`src/rtl/mux_nx1_rr.sv`:
```
// Registered N:1 valid/ready mux with fixed-select or round-robin arbitration; 1-cycle latency.
// A full output register holds under backpressure; in_ready_o is all-zero while stalled or in reset.
module mux_nx1_rr #(
    parameter int WIDTH = 32,
    parameter int N     = 4,
    parameter int SELW  = 2
) (
    input  logic                 clk_i,
    input  logic                 rst_ni,
    input  logic                 mode_i,
    input  logic [SELW-1:0]      sel_i,
    input  logic [N-1:0]         in_valid_i,
    input  logic [N*WIDTH-1:0]   in_data_i,
    output logic [N-1:0]         in_ready_o,
    output logic                 out_valid_o,
    output logic [WIDTH-1:0]     out_data_o,
    output logic [SELW-1:0]      out_ch_o,
    input  logic                 out_ready_i
);

    localparam logic [SELW:0]   NUM_CH  = (SELW+1)'(N);
    localparam logic [SELW-1:0] LAST_CH = SELW'(N - 1);

    logic              out_valid_q, out_valid_d;
    logic [WIDTH-1:0]  out_data_q,  out_data_d;
    logic [SELW-1:0]   out_ch_q,    out_ch_d;
    logic [SELW-1:0]   ptr_q,       ptr_d;

    logic              load_en;
    logic              rr_found;
    logic [SELW-1:0]   rr_idx;
    logic [SELW:0]     scan_idx;
    logic              cand_vld;
    logic [SELW-1:0]   cand;
    logic [WIDTH-1:0]  cand_dat;
    logic [N-1:0]      in_ready;
    logic              xfer;

    assign load_en = !out_valid_q || out_ready_i;

    // Scan from ptr upward with wrap at N (not 2^SELW); ptr is always < N.
    always_comb begin
        rr_found = 1'b0;
        rr_idx   = '0;
        scan_idx = '0;
        for (int k = 0; k < N; k++) begin
            scan_idx = {1'b0, ptr_q} + (SELW+1)'(k);
            if (scan_idx >= NUM_CH) begin
                scan_idx = scan_idx - NUM_CH;
            end
            if (!rr_found && in_valid_i[scan_idx[SELW-1:0]]) begin
                rr_found = 1'b1;
                rr_idx   = scan_idx[SELW-1:0];
            end
        end
    end

    always_comb begin
        cand     = '0;
        cand_vld = 1'b0;
        if (mode_i) begin
            cand     = rr_idx;
            cand_vld = rr_found;
        end else begin
            cand     = sel_i;
            cand_vld = ({1'b0, sel_i} < NUM_CH);
        end
    end

    always_comb begin
        in_ready = '0;
        cand_dat = '0;
        for (int i = 0; i < N; i++) begin
            if (SELW'(i) == cand) begin
                in_ready[i] = rst_ni && load_en && cand_vld;
                cand_dat    = in_data_i[i*WIDTH +: WIDTH];
            end
        end
    end

    assign xfer       = |(in_valid_i & in_ready);
    assign in_ready_o = in_ready;

    always_comb begin
        out_valid_d = out_valid_q;
        out_data_d  = out_data_q;
        out_ch_d    = out_ch_q;
        ptr_d       = ptr_q;
        if (xfer) begin
            out_valid_d = 1'b1;
            out_data_d  = cand_dat;
            out_ch_d    = cand;
            if (mode_i) begin
                ptr_d = (cand == LAST_CH) ? '0 : cand + SELW'(1);
            end
        end else if (load_en) begin
            out_valid_d = 1'b0;
        end
    end

    always_ff @(posedge clk_i) begin
        if (!rst_ni) begin
            out_valid_q <= 1'b0;
            out_data_q  <= '0;
            out_ch_q    <= '0;
            ptr_q       <= '0;
        end else begin
            out_valid_q <= out_valid_d;
            out_data_q  <= out_data_d;
            out_ch_q    <= out_ch_d;
            ptr_q       <= ptr_d;
        end
    end

    assign out_valid_o = out_valid_q;
    assign out_data_o  = out_data_q;
    assign out_ch_o    = out_ch_q;

endmodule

```
`config.mk`:
```
export PLATFORM = sky130hd
export DESIGN_NAME = mux_nx1_rr
export DESIGN_NICKNAME = d
export VERILOG_FILES = /design/src/rtl/mux_nx1_rr.sv
export SDC_FILE = /design/constraint.sdc
export NUM_CORES = 1
export LEC_CHECK = 0
export CORE_ASPECT_RATIO = 2
export CORE_MARGIN = 2
export CORE_UTILIZATION = 45
export CTS_CLUSTER_DIAMETER = 30
export DETAILED_ROUTE_END_ITERATION = 10
export DONT_BUFFER_PORTS = 1
export GPL_ROUTABILITY_DRIVEN = 0
export SETUP_SLACK_MARGIN = 0.1
export SYNTH_ARGS = -nofsm -noshare
export SYNTH_HDL_FRONTEND = slang
export SYNTH_SLANG_ARGS = --single-unit
```
`constraint.sdc`:
```
create_clock -name clk_i -period 6.15 [get_ports clk_i]
set_input_delay 1.845 -clock clk_i [delete_from_list [all_inputs] [get_ports clk_i]]
set_output_delay 1.845 -clock clk_i [all_outputs]
set_load 0.02 [all_outputs]
```
==> After elaboration in Yosys (flattened, before gate mapping) <==
Index checks and enable logic that the tools add are counted.
{ "word_totals": {"ff_bits": 37, "in_bits": 138, "out_inout_bits": 39, "word_cells": 72} }
{ "classes": {"addsub": 8, "magnitude_cmp": 8, "n_eq_ne": 4, "n_mux": 33, "bitwise": 1, "reduce_logical": 14} }
{ "op_table": {"columns": ["operator", "n"], "rows": [
  ["$mux 32", 4],
  ["$mux 2", 10],
  ["$mux 1", 15],
  ["$lt 2x3->1 const B", 4],
  ["$ge 3x3->1 const B", 3],
  ["$bmux 1 s2", 4],
  ["$sub 2x1->2 const B", 4],
  ["$add 2x2->3 const B", 2],
  ["$logic_and 1x1->1", 5],
  ["$and 4x4->4", 1],
  ["$eq 2x2->1 const A", 2],
  ["$logic_not 1->1", 4],
  ["$reduce_or 4->1", 1],
  ["$add 2x1->3 const B", 1],
  ["$ge 2x3->1 const B", 1],
  ["$add 2x1->2 const B", 1],
  ["$eq 1x2->1 const A", 1],
  ["$eq 2x2->1 const B", 1],
  ["$logic_not 2->1", 1],
  ["$reduce_and 2->1", 1],
  ["$reduce_bool 2->1", 1],
  ["$logic_or 1x1->1", 1]
]} }

==> Longest topological paths before layout <==
Gate-level depths: netlist of run 1.
{ "depth": {"word_depth": 20, "depth_mapped": 13, "depth_no_buf": 9} }

==> Worst setup path before layout of run 1 <==
No wires, ideal clock.
{ "synth_timing": {"kind": "input -> output", "start": "input in_valid_i[3]", "end": "output in_ready_o[1]", "arrival_ns": 3.478, "required_ns": 4.305, "path_slack_ns": 0.827, "cell_stages": 9, "path_buffers": 2, "cell_sequence": "nand2b_1 or4b_1 a21oi_2 a21oi_1 ha_1 buf_6 clkbuf_1 nand2_1 nor2_1"} }
{ "synth_between": {"elab_chain_cells": 15, "elab_cells_between_ends": 27, "cone_classes": "eq/ne: 1; mux: 19; reduce/logical: 7"} }
{ "synth_rtl": {"columns": ["element", "line", "rtl"], "rows": [
  ["start: declaration", "12", "input logic [N-1:0] in_valid_i,"],
  ["$bmux 1 s2", "51", "if (!rr_found && in_valid_i[scan_idx[SELW-1:0]]) begin"],
  ["$mux 1 (not written as such)", "51", null],
  ["$mux 1", "51", null],
  ["$logic_not 1->1", "51", null],
  ["$logic_and 1x1->1", "51", null],
  ["$mux 1", "51", null],
  ["$logic_not 1->1", "51", null],
  ["$logic_and 1x1->1", "51", null],
  ["$mux 1", "51", null],
  ["$logic_not 1->1", "51", null],
  ["$logic_and 1x1->1", "51", null],
  ["$mux 2 *", "51", null],
  ["$mux 2 *", "61", "if (mode_i) begin"],
  ["net cand[0]", "34", "logic [SELW-1:0] cand;"],
  ["$eq 1x2->1 *", "74", "if (SELW'(i) == cand) begin"],
  ["$mux 1 *", "74", null],
  ["end: declaration", "14", "output logic [N-1:0] in_ready_o,"]
]} }
Mark *: on every way through the listed nets, which the timed path passes. The rest lies on a longest branch. The select of a mux whose other input is x is not followed.

==> Worst setup path after layout of run 1 <==
{ "layout_timing": {"start": "input in_valid_i[3]", "end": "output in_ready_o[2]"} }
{ "layout_between": {"elab_chain_cells": 15, "elab_cells_between_ends": 27, "cone_classes": "eq/ne: 1; mux: 19; reduce/logical: 7"} }
{ "layout_rtl": {"columns": ["element", "line"], "rows": [
  ["$bmux 1 s2", "51"],
  ["$mux 1 (not written as such)", "51"],
  ["$mux 1", "51"],
  ["$logic_not 1->1", "51"],
  ["$logic_and 1x1->1", "51"],
  ["$mux 1", "51"],
  ["$logic_not 1->1", "51"],
  ["$logic_and 1x1->1", "51"],
  ["$mux 1", "51"],
  ["$logic_not 1->1", "51"],
  ["$logic_and 1x1->1", "51"],
  ["$mux 2 or $mux 1 (tied branches)", "51"],
  ["$mux 2 or $mux 1 (tied branches)", "61"],
  ["$eq 2x2->1 or $logic_and 1x1->1 (tied branches)", "74, 75"],
  ["$mux 1 *", "74"]
]} }
Mark *: on every way between the ends. The rest lies on a longest branch, timed or not. The select of a mux whose other input is x is not followed.

==> results.sh, run 1 <==
export IMPL_vias_per_cell=6.98
export IMPL_status="finished, final reports clean"
export IMPL_die_height_um=108
export IMPL_grt_start_max_net_pins=36
export IMPL_crit_path_end_kind="output pin"
export IMPL_cp_arrival_ns=3.59
export IMPL_max_stage_delay_ns=0.52
export IMPL_syn2layout_area_growth_pct=1.08
export IMPL_synth_largest_area_cell="dfxtp_1"
export IMPL_final_cell_mix="nand2_1 (38), dfxtp_1 (37), a221oi_1 (31), o22ai_1 (31), or3_1 (31)"
export IMPL_fin_setup_tns_ns=0
export IMPL_yosysTopAreaCellShare_pct=30.5
export IMPL_postCtsSetupBuffers=0
export IMPL_slowest_stage="or4b_1"
export IMPL_drc=0
export IMPL_track_usage_pct=22.2
export IMPL_ant_nets=0
export IMPL_slew_headroom_pct=29.4
export IMPL_hp_class="register to register"
export IMPL_crit_path_max_fanout=7
export IMPL_fmax_mhz=184
export IMPL_ys_seq_elements=37
export IMPL_portBuffers=0
export IMPL_wl_per_cell_um=20.5
export IMPL_async_flop_share_pct=0
export IMPL_clkLatencyLatePin_ns=0.28
export IMPL_dr_pass1_iters=4
export IMPL_synth_distinct_cells=45
export IMPL_start_kind="input pin"
export IMPL_setup_viol=0
export IMPL_clk_path_buf_depth=2
export IMPL_report_final_slew_viol_count=0
export IMPL_power_density_mw_per_mm2=272
export IMPL_seq_area_frac_synth_pct=30.5
export IMPL_avgSynthCellArea_um2=8.37
export IMPL_skew_ns=0.00617
export IMPL_cts_root_buf="clkbuf_8"
export IMPL_synthesis_area_mm2=0.00243
export IMPL_synth_nets=432
export IMPL_rsz0062_at_grt="no"
export IMPL_grt_pass1_vias=2207
export IMPL_grt_pass1_wl_mm=10.7
export IMPL_yosysWarnings=0
export IMPL_antenna_found_initial=0
export IMPL_final_common_cell="nand2_1"
export IMPL_dr_total_vias=2331
export IMPL_crit_required_ns=4.30
export IMPL_cp_cell_sequence="nand2b_1 > or4b_1 > a21oi_2 > a21o_1 > ha_1 > nand2_1 > nor2_1"
export IMPL_synthCells=290
export IMPL_drtIter0Drc=111
export IMPL_yosys_most_used_dff="dfxtp_1"
export IMPL_synthTopCellsByArea="dfxtp_1 (31%), a221oi_1 (11%), o22ai_1 (8.0%)"
export IMPL_cap_violations=0
export IMPL_fin_nets=418
export IMPL_initial_core_util_pct=46.8
export IMPL_core_area_mm2=0.00518
export IMPL_overflow=0
export IMPL_n_fill_cell=529
export IMPL_totalPowerFinal_w=0.000666
export IMPL_htreeDepth=2
export IMPL_synth_edf_count=0
export IMPL_period_needed_ns=5.43
export IMPL_cts_buffers=5
export IMPL_ir_worst_vdd_mv=0.134
export IMPL_row_count=37
export IMPL_routed_wirelength_mm=6.85
export IMPL_cts_tree="built"
export IMPL_critPathKind="input pin to output pin"
export IMPL_leakagePower_nw=0.778
export IMPL_diodes=0
export IMPL_clkSlewWorstSetupHoldPaths_ns=0.07
export IMPL_final_period_utilization_pct=88.4
export IMPL_io_pins=177
export IMPL_drive_gt1_share_pct=13.8
export IMPL_clkSinkCount=37
export IMPL_hold_buffers=0
export IMPL_hold_violations=0
export IMPL_ctsResizeCount=0
export IMPL_die_area_mm2=0.00603
export IMPL_die_w_um=55.9
export IMPL_worst_pin_slew_ns=1.06
export IMPL_dp_final_hpwl_mm=5.17
-- logic make-up after synthesis --
| logic type | Yosys count | share of synthesized area (%) |
|---|---|---|
| buffers and inverters | 32 | 8.77 |
| AND/OR/NAND/NOR | 94 | 20.2 |
| adder cells (fa/ha/maj) | 4 | 2.06 |
| multiplexers | 1 | 0.928 |
| flip-flops | 37 | 30.5 |
| AO/OA/AOI/OAI | 122 | 37.5 |
-- worst paths after layout --
path | to | from | cells after the start | slack, ns
worst min-delay path | out_data_o[1] | out_data_o[1] | 2 | 0.56
worst max-delay path | in_ready_o[2] | in_valid_i[3] | 7 | 0.72
worst max register to register | out_data_o[28] | ptr_q[1] | 11 | 2.44
worst min register to register | out_data_o[1] | out_data_o[1] | 2 | 0.56
-- synth_stat cells, types with 2 or more instances --
library cell   n
clkbuf_1       5
a21oi_2       17
a211oi_1       2
a21o_1         2
dfxtp_1       37
buf_2         10
o21ai_0        5
and2_1         2
nand2_1       38
a22o_4         2
buf_4          2
o2111ai_1      2
ha_1           4
nand2b_1       6
a21oi_1       22
or2b_1         2
inv_1          4
a221oi_1      31
buf_6          5
or3_1         31
nor2b_1        2
nor2_1         5
a31oi_1        2
o22ai_1       31
-- metal layers --
| metal | part of all wire (%) | wire [µm] | global-route usage, % |
|---|---|---|---|
| met1 | 35 | 2400 | 23.2 |
| met2 | 55 | 3770 | 40.8 |
| met3 | 8.0 | 546 | 5.17 |
| met4 | 1.9 | 129 | 10.4 |
| met5 | 0 | 0 | 0 |
-- layout make-up --
| class | count | area [µm²] | area share (%) |
|---|---|---|---|
| inverter | 5 | 18.8 | 0.765 |
| tap | 58 | 72.6 | 2.96 |
| timing repair buffer | 6 | 57.6 | 2.35 |
| sequential | 37 | 741 | 30.2 |
| clock buffer | 6 | 82.6 | 3.37 |
| multi-input combinational | 221 | 1470 | 60.1 |
| clock inverter | 1 | 7.51 | 0.306 |
-- sequential cells by signal, indices dropped and copies added (netlist names) --
name / flops
out_data_o: 32
ptr_q: 2
out_ch_o: 2
out_valid_o: 1
-- through the flow --
step	std cells	setup WS, ns	hold WS, ns	area [µm²]	util, %
floorplan	290	0.827	0.533	2430	-
global placement	327	0.748	0.549	2360	45.6
detailed placement	327	0.711	0.553	2360	45.6
CTS	334	0.716	0.563	2450	47.3
global route	334	0.608	0.575	2450	47.3
finish	334	0.716	0.558	2450	47.3
-- where the power goes --
group          switching (W)  internal [W]
sequential         0.0000422      0.000262
combinational       0.000111     0.0000788
clock              0.0000835     0.0000886
-- critical path: cells and delay by family --
family                     cells  cell delay (ns)
and+or+nand+nor                4             1.04
adders and majority gates      1             0.30
AOI/OAI and AO/OA              2             0.42
No activity file was read; power rests on OpenSTA's default activity.
==> run 2, diff against run 1 <==
--- a/config.mk
+++ b/config.mk
@@ -6,7 +6,7 @@
 export NUM_CORES = 1
 export LEC_CHECK = 0
 export CORE_ASPECT_RATIO = 2
-export CORE_MARGIN = 2
+export CORE_MARGIN = 5
 export CORE_UTILIZATION = 45
 export CTS_CLUSTER_DIAMETER = 30
 export DETAILED_ROUTE_END_ITERATION = 10
==> results.sh, run 2 (synthesized netlist as in run 1, its figures left out) <==
export IMPL_period_needed_ns=5.50
export IMPL_fmax_mhz=182
export IMPL_row_count=38
export IMPL_postCtsSetupBuffers=0
export IMPL_max_stage_delay_ns=0.53
export IMPL_ant_nets=0
export IMPL_crit_path_max_fanout=7
export IMPL_cap_violations=0
export IMPL_report_final_slew_viol_count=0
export IMPL_io_pins=177
export IMPL_grt_pass1_wl_mm=11.3
export IMPL_final_period_utilization_pct=89.5
export IMPL_skew_ns=0.00675
export IMPL_vias_per_cell=6.91
export IMPL_largest_reg_flops=32
export IMPL_dr_pass1_iters=4
export IMPL_n_fill_cell=540
export IMPL_grt_pass1_vias=2321
export IMPL_hold_violations=0
export IMPL_dp_final_hpwl_mm=5.62
export IMPL_clk_path_buf_depth=2
export IMPL_slew_headroom_pct=28.5
export IMPL_cts_buffers=5
export IMPL_die_area_mm2=0.00705
export IMPL_crit_path_end_kind="output pin"
export IMPL_final_common_cell="nand2_1"
export IMPL_worst_pin_slew_ns=1.07
export IMPL_final_cell_mix="nand2_1 (38), dfxtp_1 (37), a221oi_1 (31), o22ai_1 (31), or3_1 (31)"
export IMPL_hold_buffers=0
export IMPL_start_kind="input pin"
export IMPL_clkSinkCount=37
export IMPL_slowest_stage="or4b_1"
export IMPL_die_w_um=61.9
export IMPL_critPathKind="input pin to output pin"
export IMPL_drc=0
export IMPL_clkSlewWorstSetupHoldPaths_ns=0.07
export IMPL_diodes=0
export IMPL_cts_tree="built"
export IMPL_initial_core_util_pct=45.6
export IMPL_hold_ws_ns=0.559
export IMPL_ir_worst_vdd_mv=0.152
export IMPL_antenna_found_initial=0
export IMPL_fin_setup_tns_ns=0
export IMPL_dr_total_vias=2329
export IMPL_ctsResizeCount=0
export IMPL_overflow=0
export IMPL_status="finished, final reports clean"
export IMPL_syn2layout_area_growth_pct=0.258
export IMPL_drtIter0Drc=108
export IMPL_hp_class="register to register"
export IMPL_crit_required_ns=4.30
export IMPL_wl_per_cell_um=22.5
export IMPL_grt_start_max_net_pins=37
export IMPL_rsz0062_at_grt="no"
export IMPL_routed_wirelength_mm=7.57
export IMPL_die_height_um=114
export IMPL_portBuffers=0
export IMPL_htreeDepth=2
export IMPL_setup_viol=0
export IMPL_core_area_mm2=0.00533
export IMPL_track_usage_pct=21.2
export IMPL_cp_cell_sequence="nand2b_1 > or4b_1 > a21oi_2 > a21o_1 > ha_1 > nand2_1 > nor2_1"
export IMPL_power_density_mw_per_mm2=271
export IMPL_leakagePower_nw=0.768
export IMPL_drive_gt1_share_pct=13.0
export IMPL_clkLatencyLatePin_ns=0.29
export IMPL_cts_root_buf="clkbuf_8"
export IMPL_fin_nets=418
export IMPL_cp_arrival_ns=3.66
==> run 2: changes by cell type in the layout (fill, tap and decap cells not counted) <==
cell / delta
clkbuf_1: +3
clkinvlp_4: -1
buf_4: +1
buf_12: -1
clkbuf_8: -1
==> run 2: critical path: cells and delay by family <==
family / cells / cell delay (ns)
AO/OA/AOI/OAI: 2 / 0.47
adder cells (fa/ha/maj): 1 / 0.28
AND/OR/NAND/NOR: 4 / 1.07
==> run 2: path summary, 6_finish.rpt <==
check / from / slack (ns) / end / cells after the start
worst max register to register: ptr_q[1] / 2.39 / out_data_o[19] / 11
worst min register to register: out_data_o[7] / 0.56 / out_data_o[7] / 2
worst min-delay path: out_data_o[7] / 0.56 / out_data_o[7] / 2
worst max-delay path: in_valid_i[3] / 0.65 / in_ready_o[2] / 7
==> run 2: through the flow <==
step	worst slack (ns)	total power, W	util, %	instance area [µm²]	instances
floorplan	0.827	0.000475	-	2430	290
global placement	0.751	0.000493	44.2	2350	329
detailed placement	0.685	0.000499	44.2	2350	329
CTS	0.684	0.000666	45.7	2430	337
global route	0.528	0.000702	45.7	2430	337
finish	0.646	0.000658	45.7	2430	337
==> run 2: where the power goes <==
| part | leakage, nW | switching, W | internal [W] |
|---|---|---|---|
| clock | 0.0395 | 0.0000831 | 0.0000805 |
| sequential | 0.302 | 0.0000421 | 0.000262 |
| combinational | 0.427 | 0.000114 | 0.0000770 |
==> run 2: layout make-up <==
| cell class | count | area [µm²] | area share, % |
|---|---|---|---|
| Clock buffer | 8 | 80.1 | 3.29 |
| Inverter | 5 | 18.8 | 0.772 |
| Multi-Input combinational cell | 221 | 1470 | 60.5 |
| Timing Repair Buffer | 6 | 45.0 | 1.85 |
| Sequential cell | 37 | 741 | 30.5 |
| Tap cell | 60 | 75.1 | 3.09 |
==> run 2: routing by layer <==
metal	wire, µm	track usage [%]	up-vias
met5	0	0	-
met4	163	8.36	0
met3	788	5.55	12
met2	3850	35.8	163
met1	2760	24.4	1069
li1	-	-	1085
==> run 3, diff against run 2 <==
--- a/config.mk
+++ b/config.mk
@@ -12,6 +12,7 @@
 export DETAILED_ROUTE_END_ITERATION = 10
 export DONT_BUFFER_PORTS = 1
 export GPL_ROUTABILITY_DRIVEN = 0
+export GPL_TIMING_DRIVEN = 0
 export SETUP_SLACK_MARGIN = 0.1
 export SYNTH_ARGS = -nofsm -noshare
 export SYNTH_HDL_FRONTEND = slang
==> results.sh, run 3 (synthesized netlist as in run 1, its figures left out) <==
export IMPL_status="finished, final reports clean"
export IMPL_final_common_cell="nand2_1"
export IMPL_skew_ns=0.00615
export IMPL_crit_path_max_fanout=10
export IMPL_core_area_mm2=0.00533
export IMPL_syn2layout_area_growth_pct=6.40
export IMPL_clk_path_buf_depth=2
export IMPL_worst_slack_ns=0.581
export IMPL_hold_ws_ns=0.560
export IMPL_slowest_stage="or4b_1"
export IMPL_cts_buffers=5
export IMPL_report_final_slew_viol_count=0
export IMPL_ir_worst_vdd_mv=0.179
export IMPL_clkSlewWorstSetupHoldPaths_ns=0.07
export IMPL_htreeDepth=2
export IMPL_routed_wirelength_mm=8.24
export IMPL_final_area_mm2=0.00258
export IMPL_fin_nets=439
export IMPL_final_period_utilization_pct=90.6
export IMPL_start_kind="input pin"
export IMPL_fmax_mhz=180
export IMPL_critPathKind="input pin to output pin"
export IMPL_track_usage_pct=23.4
export IMPL_dpl_instance_area_mm2=0.00250
export IMPL_die_w_um=61.9
export IMPL_dp_final_hpwl_mm=6.39
export IMPL_clkSinkCount=37
export IMPL_ctsResizeCount=0
export IMPL_cp_cell_sequence="nand2b_1 > or4b_1 > a21oi_2 > a21oi_1 > ha_1 > buf_6 > clkbuf_1 > nand2_1 > nor2_1"
export IMPL_antenna_found_initial=0
export IMPL_die_height_um=114
export IMPL_setup_viol=0
export IMPL_vias_per_cell=6.80
export IMPL_worst_pin_slew_ns=0.739
export IMPL_drive_gt1_share_pct=16.8
export IMPL_rsz0062_at_grt="no"
export IMPL_dp_worst_setup_slack_ns=0.583
export IMPL_postCtsSetupBuffers=0
export IMPL_n_fill_cell=547
export IMPL_largest_reg_flops=32
export IMPL_max_stage_delay_ns=0.54
export IMPL_grt_start_max_net_pins=11
export IMPL_io_pins=177
export IMPL_cap_violations=0
export IMPL_totalPowerFinal_w=0.000688
export IMPL_initial_core_util_pct=45.6
export IMPL_hp_class="register to register"
export IMPL_hold_buffers=0
export IMPL_hold_violations=0
export IMPL_crit_required_ns=4.30
export IMPL_cp_arrival_ns=3.72
export IMPL_ant_nets=0
export IMPL_period_needed_ns=5.57
export IMPL_power_density_mw_per_mm2=266
export IMPL_drtIter0Drc=110
export IMPL_cts_tree="built"
export IMPL_grt_pass1_wl_mm=12.5
export IMPL_leakagePower_nw=0.858
export IMPL_crit_path_end_kind="output pin"
export IMPL_cts_root_buf="clkbuf_8"
export IMPL_fin_setup_tns_ns=0
export IMPL_overflow=0
export IMPL_crit_buf_inv=2
export IMPL_portBuffers=0
export IMPL_diodes=0
export IMPL_grt_pass1_vias=2457
export IMPL_slew_headroom_pct=50.7
export IMPL_wl_per_cell_um=23.0
export IMPL_dr_total_vias=2433
export IMPL_drc=0
export IMPL_critPathTopFamily="simple AND/OR/NAND/NOR gates"
export IMPL_final_cell_mix="nand2_1 (38), dfxtp_1 (37), a221oi_1 (31), o22ai_1 (31), or3_1 (31)"
export IMPL_row_count=38
export IMPL_clkLatencyLatePin_ns=0.30
export IMPL_dr_pass1_iters=4
export IMPL_die_area_mm2=0.00705
==> run 3: cell types whose count changed in the layout (fill, tap and decap cells not counted), sizes merged <==
cell	delta
clkbuf	+7
dlymetal6s2s	+1
dlygate4sd1	+1
buf	+12
==> run 3: worst reg2reg max path, stage by stage, from the launching register on <==
cell and delay, ns:
dfxtp_1 0.30, buf_2 0.16, and2_1 0.16, or4b_1 0.50
a21oi_2 0.30, a21oi_1 0.11, ha_1 0.29, inv_1 0.21
clkbuf_1 0.42, o22ai_1 0.18, or3_1 0.34, a21oi_2 0.12
==> run 3: where the power goes <==
part	switching, W	internal [W]
clock	0.0000889	0.0000806
combinational	0.000121	0.0000936
sequential	0.0000418	0.000262
total	0.000252	0.000436
==> run 3: final timing paths <==
kind                  from        endpoint  slack, ns  cells after the start
min          out_data_o[7]   out_data_o[7]       0.56                      2
min reg2reg  out_data_o[7]   out_data_o[7]       0.56                      2
max reg2reg       ptr_q[1]  out_data_o[11]       3.00                     11
max          in_valid_i[3]   in_ready_o[1]       0.58                      9
==> run 3: routing by layer <==
layer	part of all wire, %	track usage, %
met2	51	39.4
met4	2.7	10.1
met1	35	25.7
met3	11	7.81
met5	0	0
==> run 3: metrics by stage <==
| stage | instances | util (%) |
|---|---|---|
| 3_3_place_gp | 350 | 47.0 |
| 3_5_place_dp | 350 | 47.0 |
| 2_1_floorplan | 290 | - |
| 4_1_cts | 358 | 48.5 |
| 6_report | 358 | 48.5 |
| 5_1_grt | 358 | 48.5 |
==> run 3: area by class of cell <==
cell class	instances	area, µm²	share of cell area (%)
tap	60	75.1	2.91
multi-input combinational	221	1470	57.1
inverter	5	18.8	0.727
sequential	37	741	28.7
clock buffer	8	80.1	3.10
buffer	27	194	7.51
